## config.mk

```make
export PLATFORM = sky130hd
export DESIGN_NAME = ofdm_frame_timer
export DESIGN_NICKNAME = d
export VERILOG_FILES = /design/src/rtl/ofdm_frame_timer.sv
export SDC_FILE = /design/constraint.sdc
export NUM_CORES = 1
export LEC_CHECK = 0
export CAP_MARGIN = 5
export CORE_MARGIN = 3
export CORE_UTILIZATION = 55
export DETAILED_ROUTE_END_ITERATION = 16
export GPL_TIMING_DRIVEN = 0
export PLACE_DENSITY_LB_ADDON = 0.12
export SYNTH_ARGS = -nofsm -noshare
export SYNTH_HDL_FRONTEND = slang
export SYNTH_SLANG_ARGS = --single-unit
```

## constraint.sdc

```tcl
create_clock -name clock -period 3.4 [get_ports clock]
set_input_delay 0.68 -clock clock [delete_from_list [all_inputs] [get_ports clock]]
set_output_delay 0.68 -clock clock [all_outputs]
set_load 0.02 [all_outputs]
```

## src/rtl/ofdm_frame_timer.sv

```systemverilog
// OFDM frame timer: counts accepted samples and tags each one with CP/data region,
// symbol/frame boundary and index information, one cycle after acceptance.
module ofdm_frame_timer #(
    parameter int COUNT_SIZE = 12,
    parameter int SYM_SIZE   = 8
) (
    input  logic                  clock,
    input  logic                  reset,
    input  logic                  enable,
    input  logic                  ready_in,
    input  logic                  start,
    input  logic                  abort,
    input  logic                  continuous,
    input  logic [COUNT_SIZE-1:0] fft_len,
    input  logic [COUNT_SIZE-1:0] cp_len,
    input  logic [SYM_SIZE-1:0]   syms_per_frame,
    output logic                  ready_out,
    output logic                  cp_flag,
    output logic                  control_signal,
    output logic                  sym_start,
    output logic                  frame_start,
    output logic                  frame_end,
    output logic [COUNT_SIZE-1:0] sample_idx,
    output logic [SYM_SIZE-1:0]   sym_idx,
    output logic                  busy,
    output logic                  cfg_err
);

    typedef enum logic [1:0] {IDLE, CP, DATA} state_t;

    localparam logic [COUNT_SIZE-1:0] CNT_ONE = 1;
    localparam logic [SYM_SIZE-1:0]   SYM_ONE = 1;

    state_t                state_reg, state_next;
    logic [COUNT_SIZE-1:0] sample_cnt_reg, sample_cnt_next;
    logic [SYM_SIZE-1:0]   sym_cnt_reg, sym_cnt_next;
    logic [COUNT_SIZE-1:0] fft_reg, fft_next;
    logic [COUNT_SIZE-1:0] cp_reg, cp_next;
    logic [SYM_SIZE-1:0]   syms_reg, syms_next;
    logic                  cfg_err_next;

    logic accept;
    logic last_cp, last_data, last_sym;
    logic cfg_ok_in;
    logic tag_sym_start, tag_frame_start, tag_frame_end;

    // Compares against len-1 stay within COUNT_SIZE bits, so the largest length never overflows.
    assign accept    = enable && ready_in && (state_reg != IDLE);
    assign last_cp   = (sample_cnt_reg == (cp_reg - CNT_ONE));
    assign last_data = (sample_cnt_reg == (fft_reg - CNT_ONE));
    assign last_sym  = (sym_cnt_reg == (syms_reg - SYM_ONE));
    assign cfg_ok_in = (fft_len != '0) && (syms_per_frame != '0);

    assign tag_sym_start   = (sample_cnt_reg == '0) &&
                             ((state_reg == CP) || ((state_reg == DATA) && (cp_reg == '0)));
    assign tag_frame_start = tag_sym_start && (sym_cnt_reg == '0);
    assign tag_frame_end   = (state_reg == DATA) && last_data && last_sym;

    assign busy = (state_reg != IDLE);

    always_comb begin
        state_next      = state_reg;
        sample_cnt_next = sample_cnt_reg;
        sym_cnt_next    = sym_cnt_reg;
        fft_next        = fft_reg;
        cp_next         = cp_reg;
        syms_next       = syms_reg;
        cfg_err_next    = 1'b0;

        if (abort) begin
            state_next      = IDLE;
            sample_cnt_next = '0;
            sym_cnt_next    = '0;
        end else begin
            case (state_reg)
                IDLE: begin
                    if (start) begin
                        fft_next        = fft_len;
                        cp_next         = cp_len;
                        syms_next       = syms_per_frame;
                        sample_cnt_next = '0;
                        sym_cnt_next    = '0;
                        if (cfg_ok_in)
                            state_next = (cp_len != '0) ? CP : DATA;
                        else
                            cfg_err_next = 1'b1;
                    end
                end
                CP: begin
                    if (accept) begin
                        if (last_cp) begin
                            state_next      = DATA;
                            sample_cnt_next = '0;
                        end else begin
                            sample_cnt_next = sample_cnt_reg + CNT_ONE;
                        end
                    end
                end
                DATA: begin
                    if (accept) begin
                        if (!last_data) begin
                            sample_cnt_next = sample_cnt_reg + CNT_ONE;
                        end else if (!last_sym) begin
                            sample_cnt_next = '0;
                            sym_cnt_next    = sym_cnt_reg + SYM_ONE;
                            state_next      = (cp_reg != '0) ? CP : DATA;
                        end else begin
                            sample_cnt_next = '0;
                            sym_cnt_next    = '0;
                            if (continuous) begin
                                // Frame wrap: the next frame runs on a fresh snapshot of the inputs.
                                fft_next  = fft_len;
                                cp_next   = cp_len;
                                syms_next = syms_per_frame;
                                if (cfg_ok_in) begin
                                    state_next = (cp_len != '0) ? CP : DATA;
                                end else begin
                                    state_next   = IDLE;
                                    cfg_err_next = 1'b1;
                                end
                            end else begin
                                state_next = IDLE;
                            end
                        end
                    end
                end
                default: begin
                    state_next      = IDLE;
                    sample_cnt_next = '0;
                    sym_cnt_next    = '0;
                end
            endcase
        end
    end

    always_ff @(posedge clock or posedge reset) begin
        if (reset) begin
            state_reg      <= IDLE;
            sample_cnt_reg <= '0;
            sym_cnt_reg    <= '0;
            fft_reg        <= '0;
            cp_reg         <= '0;
            syms_reg       <= '0;
            cfg_err        <= 1'b0;
            ready_out      <= 1'b0;
            cp_flag        <= 1'b0;
            control_signal <= 1'b0;
            sym_start      <= 1'b0;
            frame_start    <= 1'b0;
            frame_end      <= 1'b0;
            sample_idx     <= '0;
            sym_idx        <= '0;
        end else begin
            state_reg      <= state_next;
            sample_cnt_reg <= sample_cnt_next;
            sym_cnt_reg    <= sym_cnt_next;
            fft_reg        <= fft_next;
            cp_reg         <= cp_next;
            syms_reg       <= syms_next;
            cfg_err        <= cfg_err_next;
            ready_out      <= accept && !abort;
            if (accept && !abort) begin
                cp_flag        <= (state_reg == CP);
                control_signal <= (state_reg == DATA);
                sample_idx     <= sample_cnt_reg;
                sym_idx        <= sym_cnt_reg;
                sym_start      <= tag_sym_start;
                frame_start    <= tag_frame_start;
                frame_end      <= tag_frame_end;
            end else begin
                // Region flags and indices hold; only the boundary pulses drop.
                sym_start   <= 1'b0;
                frame_start <= 1'b0;
                frame_end   <= 1'b0;
            end
        end
    end

endmodule

```

==> summary.md, run 1 <==
| Metric | Value |
|---|---|
| Status | `finished, final reports clean` |
| Avg Synthesized Cell Area | `between 10 and 15 um^2` |
| Post-DR wirelength/cell | `18.0 um` |
| Initial Util | `between 50% and 60%` |
| Crit Path Max Fanout | `10` |
| Die area | `0.0104 mm^2` |
| Placer Congestion | `about 0.83` |
| Number of iterations in the first detailed-routing pass | `5` |
| Internal Power | `0.00231 W` |
| Pin count of the biggest net entering global routing | `60` |
| Crit path kind | `register to register` |
| Fin. Hold Viols | `0` |
| Ys flop type | `dfrtp_1` |
| Switch Pwr | `0.00146 W` |
| Worst hold path type | `register to register` |
| Fin crit period | `approximately 3.2 ns` |
| Core ar. | `0.00881 mm^2` |
| Worst skew pair latency | `around 0.36 ns` |
| P per Cell Area | `616 mW/mm^2` |
| Total clock buffers created by CTS | `9` |
| Slew Limit Fails | `0` |
| Boundary Pins | `67` |
| VDD IR max | `0.414 mV` |
| Filler instances | `between 700 and 800` |
| Max-cap violation count | `0` |
| Hold buffers post-CTS | `0` |
| Number of synthesized flops with an enable pin | `0` |
| Diodes inserted | `0` |
| DRC | `0` |
| Final nets | `609` |
| Total Power | `roughly 0.0038 W` |
| Vias per cell | `6.15` |
| Clk_skew | `0.0150 ns` |
| Die Width | `102 um` |
| Starting DRC count in detailed routing | `315` |
| Area grow syn2layout | `21.1%` |
| Clk pin slew, worst setup/hold paths | `0.08 ns` |
| CTS H-tree depth | `3` |
| Post-synthesis cell type count | `66` |
| Cells after Synth | `475` |
| Max Fclk | `315 MHz` |
| Clock Path Buffers | `2` |
| LEAKAGE | `2.60 nW` |
| Global-route wire length before repair | `20.0 mm` |
| Remaining global-route overflow | `0` |
| Sw frac | `38.6%` |
| Initial antenna violation count | `0` |
| Row count | `34` |
| FFs w/ async S/R, synth | `100%` |
| Worst rel slew slack | `50.2%` |
| Root buf cell | `clkbuf_8` |
| Mapped Area | `0.00505 mm^2` |
| Tightest Pin Transition | `~0.74 ns` |
| DR vias | `4127` |
| Multi-input logic area | `about 0.0028 mm^2` |
| Vias in the first global route | `4123` |
| Sink Count | `81` |
| Antenna-violating nets left | `0` |
| Routed wire length | `~12 mm` |
| Yosys reg bits | `81` |
| CTS tree | `yes` |
| Period utilisation layout | `93.3%` |
| Clk pwr share | `17.7%` |
| Worst Setup Start Kind | `register` |
| FF+latch area | `0.00203 mm^2` |
| Die height | `102 um` |
| Worst EP arrival | `3.40 ns` |
| Share of cells above drive strength 1 | `19.5%` |
| Unrepaired setup endpoints after global routing | `false` |
| Setup TNS | `0 ns` |
| Post-DP HPWL | `8.93 mm` |
| Combinational Power Share | `between 40% and 50%` |
| Ys Warns | `0` |
| Final setup vio count | `0` |
| Post-Syn Nets | `526` |
| Part of the power in registers | `39.8%` |
| WP data required | `3.63 ns` |
| Buffers added on ports | `66` |
| All-Layer GR Usage | `24.5%` |
| Critical path capture point type | `register` |
| Post-synthesis sequential area ratio | `between 40% and 50%` |
## synthesized netlist by cell type, drive strengths merged, types with 13 or more instances
master / count / area share, %
a21oi: 16 / 1.6
and3: 14 / 1.7
clkbuf: 15 / 1.1
dfrtp: 81 / 40
inv: 22 / 1.6
mux2: 57 / 15
nand2: 15 / 1.1
nand2b: 13 / 1.6
nand3: 17 / 1.7
nor2: 22 / 1.6
nor3: 20 / 2.2
nor4: 25 / 3.3
o21ai: 13 / 1.3
xnor2: 20 / 3.5
xor2: 19 / 3.3
## per-layer routing
layer | global-route usage [%] | vias up | wire (um)
li1 | - | 1932 | -
met2 | 41.6 | 145 | 5970
met5 | 0 | - | 0
met3 | 4.23 | 33 | 562
met1 | 31.1 | 2017 | 5140
met4 | 9.99 | 0 | 378
## what timing repair did
item / 4_1_cts / 5_1_grt
pin swaps: 1 / 3
setup buffers: 0 / 5
endpoints found under the hold margin: 0 / 0
setup endpoints to repair: 40 / 44
resized for setup: 2 / 3
## critical path, cell delays in order, from the launching register on
cell	delay [ns]
dfrtp_1	0.44
inv_1	0.09
ha_1	0.22
or3b_2	0.49
nor4_1	0.30
nand3b_1	0.17
o22a_2	0.20
nand4_2	0.12
a2111oi_4	0.32
buf_4	0.22
buf_6	0.19
mux2_4	0.31
## through the flow
stage | worst slack [ns] | std cells | hold WS, ns | area [um^2] | util, %
2_1_floorplan | 0.355 | 475 | 0.502 | 5050 | -
3_5_place_dp | -0.123 | 650 | 0.495 | 5880 | 66.8
4_1_cts | 0.0284 | 666 | 0.516 | 6070 | 68.9
5_1_grt | 0.0751 | 671 | 0.533 | 6120 | 69.5
3_3_place_gp | -0.601 | 649 | 0.489 | 5850 | 66.4
6_report | 0.228 | 671 | 0.508 | 6120 | 69.5
## area by class of cell
type	instances	area share, %
plain buffers	24	2.04
clock buffers	11	2.31
clock inverters	5	0.613
inverters	22	1.39
multi-input cells	348	46.5
flip-flops and latches	81	33.1
well taps	108	2.21
repair buffers	72	11.9
## worst paths after layout
kind	start	to	slack, ns	depth (start not counted)
setup / recovery	fft_reg[0]	fft_reg[8]	0.23	11
hold / removal	sym_idx[7]	sym_idx[7]	0.51	1
setup reg to reg	fft_reg[0]	fft_reg[8]	0.23	11
hold reg to reg	sym_idx[7]	sym_idx[7]	0.51	1
max in group asynchronous	reset	sym_start	2.17	3
min in group asynchronous	reset	syms_reg[5]	0.64	2
## power groups by stage
stage	combinational, W	sequential (W)	clock [W]
2_1_floorplan	0.00123	0.00143	0
3_3_place_gp	0.00149	0.00150	0
3_5_place_dp	0.00154	0.00151	0
4_1_cts	0.00156	0.00150	0.000678
5_1_grt	0.00174	0.00154	0.000715
6_report	0.00160	0.00150	0.000668
## logic make-up after synthesis
kind of cell	after synthesis	synth area share [%]
AND/OR/NAND/NOR	167	19.8
flip-flops	81	40.1
AO/OA/AOI/OAI	70	10.7
multiplexers	60	15.5
buffers and inverters	46	4.11
XOR/XNOR	39	6.76
adder cells (fa/ha/maj)	12	2.97
## placed cells by master, fill, tap and decap left out, types with 5 or more instances in the layout
master,instances
clkdlybuf4s50_1,66
and3_1,14
clkbuf_1,16
nand3_1,17
ha_1,12
o31ai_1,5
inv_1,21
clkbuf_8,10
nor4_1,21
nand4_1,6
nand2b_1,13
xnor2_1,20
buf_4,5
dfrtp_1,81
mux2_4,30
xor2_1,19
nor2_1,22
nor3_1,17
a21oi_1,16
mux2_2,27
o21ai_0,12
a221o_1,7
nand2_1,15
No activity file was read; power rests on OpenSTA's default activity.
==> run 2: changes to the inputs <==
Settings changed: CTS_BUF_LIST set to sky130_fd_sc_hd__clkbuf_16, SETUP_SLACK_MARGIN set to 0.2, SKIP_CTS_REPAIR_TIMING set to 1.
==> summary.md, run 2 (synthesized netlist as in run 1, its figures left out) <==
| Metric | Value |
|---|---|
| Fin crit period | `3.10 ns (-0.0766 ns)` |
| Max-cap violation count | `0 (unchanged)` |
| Total Power | `0.00404 W (+7.2%)` |
| Commonest non-fill, non-tap cell in the layout | `dfrtp_1` |
| Final core area utilization | `71.1% (+1.6 points)` |
| Crit path kind | `register to register` |
| Hold path depth | `1 (unchanged)` |
| Slew Limit Fails | `0 (unchanged)` |
| DP Area | `0.00588 mm^2 (unchanged)` |
| DRC | `0 (unchanged)` |
| CTS H-tree depth | `3 (unchanged)` |
| Antenna-violating nets left | `0 (unchanged)` |
| Part of the power in registers | `37.4% (-2.4 points)` |
| Sink Count | `81 (unchanged)` |
| Initial Util | `57.4% (unchanged)` |
| Period utilisation layout | `91.0% (-2.3 points)` |
| VDD IR max | `0.434 mV (+4.7%)` |
| DR vias | `4164 (+0.90%)` |
| Reg2reg path depth | `10 (-1)` |
| Post-route cell area | `0.00626 mm^2 (+2.3%)` |
| Worst skew pair latency | `0.33 ns (-0.03 ns)` |
| Placed insts | `650 (unchanged)` |
| Number of iterations in the first detailed-routing pass | `7 (+2)` |
| Initial antenna violation count | `0 (unchanged)` |
| Worst Setup Start Kind | `register` |
| Share of cells above drive strength 1 | `20.2% (+0.71 points)` |
| Row count | `34 (unchanged)` |
| Core ar. | `0.00881 mm^2 (unchanged)` |
| Unrepaired setup endpoints after global routing | `true` |
| Clk pwr share | `22.2% (+4.5 points)` |
| Pin count of the biggest net entering global routing | `60 (unchanged)` |
| Status | `finished, final reports clean` |
| Critical path capture point type | `register` |
| CTS tree | `yes` |
| Vias per cell | `6.21 (+0.90%)` |
| Sw frac | `37.3% (-1.4 points)` |
| Total clock buffers created by CTS | `9 (unchanged)` |
| Worst EP arrival | `3.31 ns (-0.09 ns)` |
| Buffers added on ports | `66 (unchanged)` |
| Switch Pwr | `0.00151 W (+3.4%)` |
| Placer Congestion | `0.831 (unchanged)` |
| Tightest Pin Transition | `0.756 ns (+0.0131 ns)` |
| Clk pin slew, worst setup/hold paths | `0.06 ns (-0.02 ns)` |
| Final setup vio count | `0 (unchanged)` |
| Worst hold path type | `register to register` |
| Max Fclk | `323 MHz (+2.5%)` |
| Final nets | `609 (unchanged)` |
| Clk_skew | `0.00858 ns (-0.00643 ns)` |
| Vias in the first global route | `4169 (+1.1%)` |
| Boundary Pins | `67 (unchanged)` |
| Combinational Power Share | `40.5% (-2.0 points)` |
| All-Layer GR Usage | `24.6% (+0.15 points)` |
| Post-DR wirelength/cell | `18.3 um (+1.9%)` |
| Internal Power | `0.00253 W (+9.6%)` |
| Die height | `102 um (unchanged)` |
| Starting DRC count in detailed routing | `297 (-5.7%)` |
| P per Cell Area | `645 mW/mm^2 (+4.8%)` |
| Die area | `0.0104 mm^2 (unchanged)` |
| Fin. Hold Viols | `0 (unchanged)` |
| Global-route wire length before repair | `20.2 mm (+1.3%)` |
| Remaining global-route overflow | `0 (unchanged)` |
| Clock Path Buffers | `2 (unchanged)` |
| Area grow syn2layout | `23.9%` |
| Diodes inserted | `0 (unchanged)` |
| Hold_ws | `0.504 ns (-0.00436 ns)` |
| WP data required | `3.61 ns (-0.02 ns)` |
| Die Width | `102 um (unchanged)` |
| Crit Path Max Fanout | `10 (unchanged)` |
| Filler instances | `691 (-3.5%)` |
| Root buf cell | `clkbuf_16` |
| Flop2flop setup slack | `0.30 ns (+0.08 ns)` |
| Finished Layout Cells | `671 (unchanged)` |
| Post-DP HPWL | `8.93 mm (unchanged)` |
| LEAKAGE | `2.66 nW (+2.5%)` |
| Worst rel slew slack | `49.3% (-0.88 points)` |
| Routed wire length | `12.3 mm (+1.9%)` |
| Most frequent cells in the layout | `80 x dfrtp_1, 66 x clkdlybuf4s50_1, 30 x mux2_4, 27 x mux2_2` |
[run 2: changes by cell type in the layout (fill, tap and decap cells not counted), sizes merged]
cell / delta
clkbuf: -2
clkinv: +1
inv: +1
[run 2: final timing paths]
check | startpoint | end
max | fft_reg[0] | sample_cnt_reg[4]
min | sym_idx[7] | sym_idx[7]
max reg2reg | fft_reg[0] | sample_cnt_reg[4]
min reg2reg | sym_idx[7] | sym_idx[7]
max in group asynchronous | reset | sample_cnt_reg[2]
min in group asynchronous | reset | syms_reg[5]
[run 2: metal layers]
layer	track usage [%]	vias up	share of wire [%]
met5	0	-	0
met4	11.1	0	3.0
met3	2.66	35	5.1
met2	42.1	183	50
met1	31.7	2016	42
li1	-	1930	-
[run 2: power by group through the flow]
stage / Sequential [W] / Clock (W) / Combinational (W)
after floorplan: 0.00143 / 0 / 0.00123
after global placement: 0.00150 / 0 / 0.00149
after detailed placement: 0.00151 / 0 / 0.00154
after CTS: 0.00150 / 0.000908 / 0.00155
after global routing: 0.00155 / 0.000944 / 0.00178
final: 0.00151 / 0.000895 / 0.00163
[run 2: per-stage QoR]
| step | setup slack (ns) | TNS [ns] |
|---|---|---|
| floorplan | 0.355 | 0 |
| global placement | -0.601 | -48.59 |
| detailed placement | -0.123 | -1.36 |
| CTS | -0.140 | -2.38 |
| global route | 0.163 | 0 |
| finish | 0.305 | 0 |
[run 2: layout make-up]
cell class                 count  area [um^2]  share of cell area [%]
multi-input combinational    348         2880                    45.9
sequential                    81         2030                    32.4
timing repair buffer          72          729                    11.7
clock buffer                   9          225                    3.60
buffer                        24          136                    2.18
tap                          108          135                    2.16
inverter                      22         85.1                    1.36
clock inverter                 7         45.0                   0.719
[run 2: critical path, cell delays in order, from the launching register on]
cell	delay (ns)
dfrtp_2	0.44
inv_1	0.07
ha_2	0.21
nand2b_1	0.09
nor4_1	0.37
xnor2_1	0.20
or4_1	0.61
o21ai_4	0.30
a21boi_1	0.15
buf_2	0.22
a221o_1	0.31
